===== src/rtl/vreg_req_sequencer_pkg.sv =====
// Shared core types for the lane-to-vector-register crossbar front end.
// Request bundle, access type, sizing constants and sequencer states.
package vreg_req_sequencer_pkg;

  localparam int VECTOR_REG_DEPTH  = 64;
  localparam int VECTOR_REG_WIDTH  = 64;
  localparam int NUM_OF_VECTOR_REG = 8;
  localparam int NUM_OF_PORT       = 4;
  localparam int LEN_W             = 7;

  localparam int ADDR_W = $clog2(VECTOR_REG_DEPTH);
  localparam int PTR_W  = $clog2(NUM_OF_VECTOR_REG);

  typedef enum logic {
    READ_REQ  = 1'b0,
    WRITE_REQ = 1'b1
  } access_type_e;

  typedef struct packed {
    logic                        vld;
    logic [PTR_W-1:0]            vec_reg_ptr;
    logic [ADDR_W-1:0]           addr;
    access_type_e                access_type;
    logic [LEN_W-1:0]            access_length;
    logic [VECTOR_REG_WIDTH-1:0] data;
  } cntrl_req_t;

  typedef enum logic [1:0] {
    ST_IDLE,
    ST_ISSUE,
    ST_DRAIN,
    ST_DONE
  } seq_state_e;

endpackage


===== src/rtl/vreg_req_sequencer.sv =====
// Per-port sequencer: expands one vector access command into
// single-element crossbar requests and returns read data to the lane.
module vreg_req_sequencer
  import vreg_req_sequencer_pkg::*;
(
  input  logic                        clk,
  input  logic                        reset,
  input  logic                        cmd_vld,
  output logic                        cmd_rdy,
  input  logic                        cmd_type,
  input  logic [PTR_W-1:0]            cmd_vec_reg_ptr,
  input  logic [ADDR_W-1:0]           cmd_addr,
  input  logic [LEN_W-1:0]            cmd_length,
  input  logic                        wdata_vld,
  input  logic [VECTOR_REG_WIDTH-1:0] wdata,
  output logic                        wdata_rdy,
  output cntrl_req_t                  req,
  input  logic                        gnt,
  input  logic                        rsp_vld,
  input  logic [VECTOR_REG_WIDTH-1:0] rd_data_in,
  output logic                        rd_vld,
  output logic [VECTOR_REG_WIDTH-1:0] rd_data,
  output logic                        done,
  output logic                        err_unexp_rsp
);

  seq_state_e                  r_state;
  seq_state_e                  w_next;
  access_type_e                r_type;
  logic [PTR_W-1:0]            r_ptr;
  logic [ADDR_W-1:0]           r_addr;
  logic [LEN_W-1:0]            r_issue_cnt;
  logic [LEN_W-1:0]            r_ret_cnt;
  logic                        r_rd_vld;
  logic [VECTOR_REG_WIDTH-1:0] r_rd_data;
  logic                        r_done;
  logic                        r_err;

  logic w_accept;
  logic w_req_vld;
  logic w_fire;
  logic w_last;
  logic w_rsp_ok;

  assign w_accept  = (r_state == ST_IDLE) & cmd_vld;
  assign w_req_vld = (r_state == ST_ISSUE) &
                     ((r_type == READ_REQ) | wdata_vld);
  assign w_fire    = w_req_vld & gnt;
  assign w_last    = w_fire & (r_issue_cnt == LEN_W'(1));
  assign w_rsp_ok  = rsp_vld & (r_ret_cnt != '0);

  always_comb begin
    w_next    = r_state;
    cmd_rdy   = 1'b0;
    wdata_rdy = 1'b0;
    req       = '0;
    unique case (r_state)
      ST_IDLE: begin
        cmd_rdy = 1'b1;
        if (cmd_vld)
          w_next = (cmd_length == '0) ? ST_DONE : ST_ISSUE;
      end
      ST_ISSUE: begin
        req.vld           = w_req_vld;
        req.vec_reg_ptr   = r_ptr;
        req.addr          = r_addr;
        req.access_type   = r_type;
        req.access_length = r_issue_cnt;
        if (r_type == WRITE_REQ) begin
          req.data  = wdata;
          wdata_rdy = w_fire;
        end
        if (w_last)
          w_next = (r_type == READ_REQ) ? ST_DRAIN : ST_DONE;
      end
      ST_DRAIN: begin
        if ((r_ret_cnt == '0) ||
            (rsp_vld && (r_ret_cnt == LEN_W'(1))))
          w_next = ST_DONE;
      end
      ST_DONE: w_next = ST_IDLE;
      default: w_next = ST_IDLE;
    endcase
  end

  always_ff @(posedge clk or negedge reset) begin
    if (!reset) r_state <= ST_IDLE;
    else        r_state <= w_next;
  end

  always_ff @(posedge clk or negedge reset) begin
    if (!reset) begin
      r_type      <= READ_REQ;
      r_ptr       <= '0;
      r_addr      <= '0;
      r_issue_cnt <= '0;
      r_ret_cnt   <= '0;
    end else if (w_accept) begin
      r_type      <= access_type_e'(cmd_type);
      r_ptr       <= cmd_vec_reg_ptr;
      r_addr      <= cmd_addr;
      r_issue_cnt <= cmd_length;
      // writes never come back, so nothing is owed on the return path
      r_ret_cnt   <= cmd_type ? '0 : cmd_length;
    end else begin
      if (w_fire) begin
        r_issue_cnt <= r_issue_cnt - LEN_W'(1);
        r_addr      <= r_addr + ADDR_W'(1);
      end
      if (w_rsp_ok)
        r_ret_cnt <= r_ret_cnt - LEN_W'(1);
    end
  end

  always_ff @(posedge clk or negedge reset) begin
    if (!reset) begin
      r_rd_vld  <= 1'b0;
      r_rd_data <= '0;
      r_done    <= 1'b0;
      r_err     <= 1'b0;
    end else begin
      r_rd_vld <= w_rsp_ok;
      if (w_rsp_ok)
        r_rd_data <= rd_data_in;
      r_done <= (r_state == ST_DONE);
      r_err  <= r_err | (rsp_vld & (r_ret_cnt == '0));
    end
  end

  assign rd_vld        = r_rd_vld;
  assign rd_data       = r_rd_data;
  assign done          = r_done;
  assign err_unexp_rsp = r_err;

endmodule


===== config.mk =====
export PLATFORM = sky130hd
export DESIGN_NAME = vreg_req_sequencer
export DESIGN_NICKNAME = d
export VERILOG_FILES = /design/src/rtl/vreg_req_sequencer_pkg.sv /design/src/rtl/vreg_req_sequencer.sv
export SDC_FILE = /design/constraint.sdc
export NUM_CORES = 1
export LEC_CHECK = 0
export CORE_AREA = 2 2 118 120
export CTS_CLUSTER_SIZE = 8
export DETAILED_ROUTE_END_ITERATION = 8
export DIE_AREA = 0 0 120 122
export PLACE_DENSITY = 0.8
export SLEW_MARGIN = 10
export SYNTH_ARGS = -nofsm -noshare
export SYNTH_HDL_FRONTEND = slang
export SYNTH_SLANG_ARGS = --single-unit

===== constraint.sdc =====
create_clock -name clk -period 2.2 [get_ports clk]
set_input_delay 0.22 -clock clk [delete_from_list [all_inputs] [get_ports clk]]
set_output_delay 0.22 -clock clk [all_outputs]
set_load 0.03 [all_outputs]

### Word level (Yosys, flattened, before mapping)

Cells that the tools add are included.

| storage, ports and cells | value |
|---|---|
| register bits after elaboration | 93 |
| bits of input ports | 151 |
| output and inout bits | 151 |
| logic and storage cells | 57 |

| cells by class | value |
|---|---|
| $add $sub $neg | 3 |
| eq/ne operators | 8 |
| multiplexer cells | 18 |
| bitwise operators | 9 |
| reduce and logical (&&, ||, !) cells | 9 |

Operators with widths:

| kind | number |
|---|---|
| 2-to-1 mux 82 bit | 1 |
| 2-to-1 mux 64 bit | 1 |
| 2-to-1 mux 7 bit | 5 |
| == test 7 x 1 -> 1 bit (second input constant) | 2 |
| zero test 7 bit | 2 |
| subtractor 7 x 1 -> 7 bit (second input constant) | 2 |
| 2-to-1 mux 6 bit | 2 |
| 2-to-1 mux 2 bit | 4 |
| case mux 2 bit (4 select lines) | 1 |
| nonzero test 7 bit | 1 |
| adder 6 x 1 -> 6 bit (second input constant) | 1 |
| bitwise AND 1 bit | 6 |
| inequality test 2 bit (second input constant) | 3 |
| == test 2 bit (second input constant) | 2 |
| 2-to-1 mux 1 bit | 4 |
| nonzero test 2 bit | 2 |
| AND reduction 3 bit | 1 |
| == test 2 x 1 -> 1 bit (second input constant) | 1 |
| zero test 2 bit | 1 |
| bitwise OR 1 bit | 2 |
| logical AND 1 bit | 1 |
| logical OR 1 bit | 1 |
| NOT 1 bit | 1 |

### Longest topological paths before layout

Gate-level depths: netlist (run 1).

| depth | value |
|---|---|
| depth in word-level cells | 7 |
| depth in mapped cells | 9 |
| mapped depth without buffers | 8 |

### Worst setup path before layout (run 1)

Ideal clock, no wire load.

| timing | value |
|---|---|
| path kind | reg-to-reg |
| from | register r_state[1] |
| to | register r_issue_cnt[5] |
| library setup time | 0.082 ns |
| arrival time | 1.764 ns |
| required time | 2.118 ns |
| setup slack | 0.354 ns |
| stages on the path, launching flop included | 7 |
| path buffers | 0 |
| period minus slack after synthesis | 1.846 ns |
| cell sequence | dfrtp_1 inv_1 ha_1 nand3_2 or4_1 or4_1 a31oi_1 |

| on the way | value |
|---|---|
| longest elaborated chain between the ends | 4 |
| elaborated cells between the ends (all ways) | 7 |
| classes of those cells | eq/ne (1); mux (1); bitwise (3); reduce/logical (2) |

RTL lines:

| what | line | source |
|---|---|---|
| from (decl) | vreg_req_sequencer.sv:27 | `seq_state_e r_state;` |
| from (signal assigned) | vreg_req_sequencer.sv:88 | `else r_state <= w_next;` |
| == test 2 x 1 -> 1 bit | vreg_req_sequencer.sv:46 | `assign w_req_vld = (r_state == ST_ISSUE) &` |
| bitwise AND 1 bit | vreg_req_sequencer.sv:46 |  |
| bitwise AND 1 bit | vreg_req_sequencer.sv:48 | `assign w_fire = w_req_vld & gnt;` |
| nonzero test 2 bit (no source line) | -- |  |
| to (signal assigned) | vreg_req_sequencer.sv:102 | `r_issue_cnt <= cmd_length;` |
| to (signal assigned) | vreg_req_sequencer.sv:107 | `r_issue_cnt <= r_issue_cnt - LEN_W'(1);` |
| to (decl) | vreg_req_sequencer.sv:32 | `logic [LEN_W-1:0] r_issue_cnt;` |

Parallel ways exist; a longest one is shown, timed or not.
A chain may end at the register's enable or synchronous reset.

### Worst setup path in the final report (run 1)

| timing | value |
|---|---|
| from | register r_state[1] |
| to | output port wdata_rdy |

| on the way | value |
|---|---|
| longest elaborated chain between the ends | 5 |

RTL lines:

| what | line | source |
|---|---|---|
| == test 2 x 1 -> 1 bit * | vreg_req_sequencer.sv:46, vreg_req_sequencer.sv:57 |  |
| bitwise AND 1 bit | vreg_req_sequencer.sv:46 |  |
| bitwise AND 1 bit | vreg_req_sequencer.sv:48 |  |
| 2-to-1 mux 1 bit | vreg_req_sequencer.sv:69 | `if (r_type == WRITE_REQ) begin` |
| 2-to-1 mux 1 bit * | vreg_req_sequencer.sv:57 | `unique case (r_state)` |
| to (decl) | vreg_req_sequencer.sv:16 | `output logic wdata_rdy,` |

Mark *: on every way between the ends. The rest lies on a longest branch, timed or not.

==> flow_metrics.py, run 1 <==
metrics = {
    "synthesis": {
        "synth_fp_nets": 706,
        "syn_avg_cell_area_um2": 8.44,
        "ys.flop_type": "dfrtp_1",
        "ys_async_sr_fraction": 1.00,
        "synth.yosys.seq_area_share": 0.506,
        "synth_seq_cells": 93,
        "synth_cell_types": 35,
        "yosys_warnings": 0,
        "syn_inst": 545,
        "netlist_area_um2": 4600,
        "synth_enable_flop_cells": 0,
    },
    "die": {
        "core_um2": 13500,
        "die_height_um": 122,
        "dieArea_um2": 14600,
        "start_util": 0.341,
        "io_pins": 302,
        "die_w_um": 120,
        "row_count": 43,
    },
    "clock_network": {
        "path_clk_slew_ns": 0.07,
        "numCtsBuffers": 9,
        "cts_tree": "yes",
        "cts-root-buf": "clkbuf_16",
        "clk_latency_ns": 0.34,
        "clock_path_buffers": 2,
        "htreeDepth": 3,
        "cts_num_sinks": 93,
        "cts_setup_buffers": 0,
    },
    "setup_path": {
        "end_kind": "primary output",
        "start_kind": "register",
        "cp.required_ns": 1.98,
        "arrival_ns": 1.89,
        "path_class": "register to primary output",
        "r2r-end": "r_ret_cnt[3]",
        "rrSetupSlack_ns": 0.17,
        "path_max_fanout": 21,
        "r2r_start": "r_ret_cnt[3]",
        "r2r.worst_path.cells": 6,
    },
    "placement": {
        "portBuffers": 301,
        "dp_hpwl_um": 11900,
        "finalWeightedCongestion": 0.797,
        "placed_area_um2": 7700,
    },
    "routing": {
        "first_pass_iters": 6,
        "antenna_left": 0,
        "vias": 4767,
        "routed_via_density": 4.67,
        "drc": 0,
        "drt_wl_total_um": 15500,
        "drtIter0Drc": 257,
        "post_drt_wl_per_cell_um": 15.2,
    },
    "power_and_ir_drop": {
        "power.density_nw_per_um2": 999,
        "p_leak_nw": 3.99,
        "vdd_drop_max_mv": 0.413,
    },
    "hold_path": {
        "whs_path_depth": 3,
        "hp-class": "primary input to register",
        "holdPathEnd": "rd_data[41]",
        "worstHoldStart": "rd_data_in[41]",
    },
    "timing": {
        "relSlewSlack": 0.597,
        "tns_ns": 0,
        "fmax_ghz": 0.473,
        "drv_slew": 0,
        "fin_skew_ns": 0.00829,
        "holdWs_ns": 0.399,
        "hold_viol": 0,
        "min_period_ns": 2.11,
        "worst-slew-pin-transition_ns": 0.603,
        "period_share": 0.961,
        "finalSetupViolCount": 0,
        "grt_setup_unrepaired": "no",
    },
    "run": {
        "drv_cap": 0,
    },
    "layout": {
        "fin_nets": 993,
        "final_cell_mix": "nand2_1, clkdlybuf4s50_1, dfrtp_1, buf_4, and3_1",
        "multiInputGateArea_um2": 2070,
        "seqCellArea_um2": 2330,
        "drive_gt1_frac": 0.141,
        "area_delta_synth_final_pct": 75.2,
        "final_common_cell": "nand2_1",
        "fillers": 1219,
        "fin_area_um2": 8060,
    },
    "global_route": {
        "grt_max_degree": 68,
        "grt-ovfl-total": 0,
        "grt_pass1_vias": 4593,
        "antenna_found_initial": 4,
        "grt_use_total": 0.209,
        "grt_pass1_wl_um": 23700,
    },
    "status": {
        "status": "finished clean",
    },
}
==> kinds of logic after synthesis <==
family          count (synthesis)  share of synthesized area
buf+inv                        46                     0.0443
fa+ha+maj                      10                     0.0272
flops                          93                      0.506
compound gates                 41                     0.0549
xor+xnor                       14                     0.0267
simple gates                  341                      0.341
==> critical path, cell delays in order (launching register included) <==
cell     delay, ns
dfrtp_1       0.42
inv_1         0.09
ha_2          0.24
buf_8         0.16
and3_1        0.19
buf_4         0.17
and2_1        0.13
buf_4         0.15
==> cells in the mapped netlist (all sizes together) (7+ instances only) <==
cell type	instances	area [µm²]
o21ai	18	101
and2	21	133
nor2	7	26.3
ha	10	125
clkbuf	23	87.6
dfrtp	93	2330
nand2	221	830
buf	14	82.6
inv	9	33.8
and3	65	407
a21oi	12	60.1
xnor2	9	78.8
==> sequential cells by signal (all words and copies together), names as in the netlist <==
| name | count |
|---|---|
| r_type | 1 |
| r_issue_cnt | 7 |
| r_ptr | 3 |
| err_unexp_rsp | 1 |
| done | 1 |
| r_ret_cnt | 7 |
| rd_data | 64 |
| rd_vld | 1 |
| r_addr | 6 |
| r_state | 2 |
==> area by class of cell <==
type,count,area share
Sequential cell,93,0.289
Clock inverter,6,0.0138
Timing Repair Buffer,313,0.379
Multi-Input combinational cell,406,0.257
Clock buffer,9,0.0279
Tap cell,180,0.0279
Antenna cell,4,0.00124
Inverter,9,0.00419
==> what timing repair did <==
| action | in CTS | in global routing |
|---|---|---|
| hold buffers | 1 | 0 |
| endpoints found under the setup margin | 2 | 48 |
| gates resized for setup | 2 | 3 |
| endpoints found under the hold margin | 38 | 0 |
==> where the power goes <==
part           switching (mW)  internal, mW  leakage (nW)
registers               0.366          2.15          1.13
clock network           0.654          1.11         0.162
logic                    2.19          1.58          2.70
==> per-stage QoR <==
| stage | instances | util | worst slack (ns) | power, mW |
|---|---|---|---|---|
| 2_1_floorplan | 545 | - | 0.354 | 4.75 |
| 3_3_place_gp | 1000 | 0.570 | 0.224 | 6.26 |
| 3_5_place_dp | 1000 | 0.570 | 0.200 | 6.30 |
| 4_1_cts | 1016 | 0.595 | 0.0380 | 8.08 |
| 5_1_grt | 1020 | 0.597 | 0.00000355 | 8.58 |
| 6_report | 1020 | 0.597 | 0.0850 | 8.05 |
==> worst max path at each step <==
stage	startpoint	endpoint	slack [ns]	cells after the start
after floorplan	r_state[1]	r_issue_cnt[5]	0.35	6
after global placement	r_ret_cnt[3]	r_ret_cnt[3]	0.22	6
after detailed placement	r_ret_cnt[3]	r_ret_cnt[5]	0.20	6
after CTS	r_state[1]	wdata_rdy	0.04	7
after global routing	r_state[1]	wdata_rdy	0.000004	7
final	r_state[1]	wdata_rdy	0.09	7
==> routing by layer <==
layer	vias up	track usage	share of wire
li1	2342	-	-
met1	2205	0.239	0.39
met2	190	0.350	0.50
met3	30	0.0613	0.076
met4	0	0.116	0.033
met5	-	0	0
No activity file was read; power rests on OpenSTA's default activity.
==> inputs of run 2 (changes only) <==
Settings changed: RECOVER_POWER from default to 100.
==> run 2 against run 1 <==
Against the previous run: core utilization fell by 2.3 points; largest power group unchanged; critical path depth unchanged; register-to-register slack hardly changed; largest cell class unchanged; combinational power shrank 6.6%; hold slack lost 0.00093 ns; final area shrank 3.8%.
==> flow_metrics.py, run 2 (synthesized netlist as in run 1, its figures left out) <==
metrics = {
    "power_and_ir_drop": {
        "power_frac_seq": 0.321,
        "combPwrFrac": 0.453,
        "power.density_nw_per_um2": 1010,
        "power.share.switching": 0.410,
        "p_int_mw": 4.60,
        "clkPwrFrac": 0.226,
        "p_leak_nw": 3.90,
        "vdd_drop_max_mv": 0.401,
        "p_sw_mw": 3.19,
    },
    "layout": {
        "drive_gt1_frac": 0.118,
        "fin_nets": 993,
        "final_common_cell": "nand2_1",
        "final_cell_mix": "nand2_1, clkdlybuf4s50_1, dfrtp_1, dlygate4sd3_1, and3_1",
        "largest_reg_flops": 64,
        "area_delta_synth_final_pct": 68.5,
    },
    "timing": {
        "fin_skew_ns": 0.00951,
        "relSlewSlack": 0.319,
        "min_period_ns": 2.12,
        "tns_ns": 0,
        "period_share": 0.963,
        "finalSetupViolCount": 0,
        "holdWs_ns": 0.398,
        "hold_viol": 0,
        "drv_slew": 0,
        "grt_setup_unrepaired": "no",
        "fmax_ghz": 0.472,
        "worst-slew-pin-transition_ns": 1.02,
    },
    "setup_path": {
        "slowest_stage": "dfrtp_1",
        "r2r_start": "r_ret_cnt[3]",
        "critPathTopFamily": "buffers and inverters",
        "critical_path.cell_chain": "inv_1, ha_2, buf_8, and3_1, buf_4, and2_1, buf_4",
        "path_max_fanout": 21,
        "start_kind": "register",
        "arrival_ns": 1.90,
        "path_class": "register to primary output",
        "end_kind": "primary output",
        "cp.required_ns": 1.98,
        "cp_slowest_stage_delay_ns": 0.42,
        "critPathLaunch": "r_state[1]",
        "critical_path_buf_inv_count": 4,
        "cp_common_cell": "buf_4",
    },
    "clock_network": {
        "numCtsBuffers": 9,
        "cts_num_sinks": 93,
        "clock_path_buffers": 2,
        "cts_tree": "yes",
        "clk_latency_ns": 0.34,
        "path_clk_slew_ns": 0.07,
        "cts_setup_buffers": 0,
        "cts-root-buf": "clkbuf_16",
        "htreeDepth": 3,
    },
    "global_route": {
        "grt_pass1_wl_um": 23700,
        "grt-ovfl-total": 0,
        "grt_use_total": 0.209,
        "grt_max_degree": 68,
        "antenna_found_initial": 4,
        "grt_pass1_vias": 4593,
    },
    "routing": {
        "antenna_left": 0,
        "vias": 4765,
        "wl_met3_um": 1240,
        "first_pass_iters": 4,
        "drc": 0,
        "routed_via_density": 4.67,
        "dr_wl_met2_um": 7880,
        "drt_wl_total_um": 15500,
        "post_drt_wl_per_cell_um": 15.2,
        "top_layer": "met4",
        "drtIter0Drc": 278,
        "m1WireLength_um": 5950,
    },
    "die": {
        "core_um2": 13500,
        "row_count": 43,
        "dieArea_um2": 14600,
        "start_util": 0.341,
        "die_height_um": 122,
        "io_pins": 302,
        "die_w_um": 120,
    },
    "placement": {
        "portBuffers": 301,
        "finalWeightedCongestion": 0.797,
        "dp_hpwl_um": 11900,
    },
    "run": {
        "drv_cap": 0,
    },
    "hold_path": {
        "hp-class": "primary input to register",
        "worstHoldStart": "rd_data_in[41]",
    },
    "status": {
        "status": "finished clean",
    },
}
-- run 2: cell count changes in the layout (fill, tap and decap cells not counted), sizes merged --
cell | before | now
buf | 94 | 30
clkdlybuf4s50 | 216 | 149
dlygate4sd3 | 1 | 68
clkbuf | 9 | 73
-- run 2: power groups by stage --
| stage | logic (mW) | clock network, mW | registers, mW |
|---|---|---|---|
| floorplan | 1.91 | 0 | 2.84 |
| global placement | 3.74 | 0 | 2.52 |
| detailed placement | 3.77 | 0 | 2.53 |
| CTS | 3.78 | 1.80 | 2.51 |
| global route | 3.85 | 1.89 | 2.57 |
| finish | 3.53 | 1.76 | 2.50 |
-- run 2: stage by stage --
stage	worst slack (ns)	instances	utilization	power [mW]	cell area, µm²
floorplan	0.354	545	-	4.75	4600
global placement	0.224	1000	0.570	6.26	7700
global route	0.00000355	1020	0.574	8.31	7750
detailed placement	0.200	1000	0.570	6.30	7700
finish	0.0805	1020	0.574	7.79	7750
CTS	0.0380	1016	0.595	8.08	8040
-- run 2: path summary, 6_finish.rpt --
check	end	slack, ns	cells past startpoint
max in group asynchronous	rd_data[29]	0.39	3
worst min register to register	err_unexp_rsp	0.45	1
worst min-delay path	rd_data[41]	0.40	3
worst max-delay path	wdata_rdy	0.08	7
min in group asynchronous	r_addr[4]	0.59	2
worst max register to register	r_ret_cnt[3]	0.16	6
-- run 2: repair_timing --
| item | CTS | global route |
|---|---|---|
| hold endpoints to repair | 38 | 0 |
| resized for setup | 2 | 3 |
| pin swaps | 0 | 0 |
| gates cloned | 0 | 0 |
| setup endpoints to repair | 2 | 48 |
| hold buffers | 1 | 0 |
-- run 2: layout make-up --
type	count	area, µm²
diodes	4	10.0
clock buffers	9	225
clock inverters	6	111
fillers	1280	5750
inverters	9	33.8
multi-input cells	406	2070
flip-flops and latches	93	2330
well taps	180	225
repair buffers	313	2750
-- run 2: worst min-delay path: cells and delay by family --
kind,cells,cell delay [ns]
and+or+nand+nor,2,0.09
buffers and inverters,1,0.39
-- run 2: routing by layer --
layer  GRT usage  vias to the layer above
met4       0.116                        0
met2       0.350                      182
met1       0.239                     2202
met3      0.0613                       28
li1            -                     2353
met5           0                        -
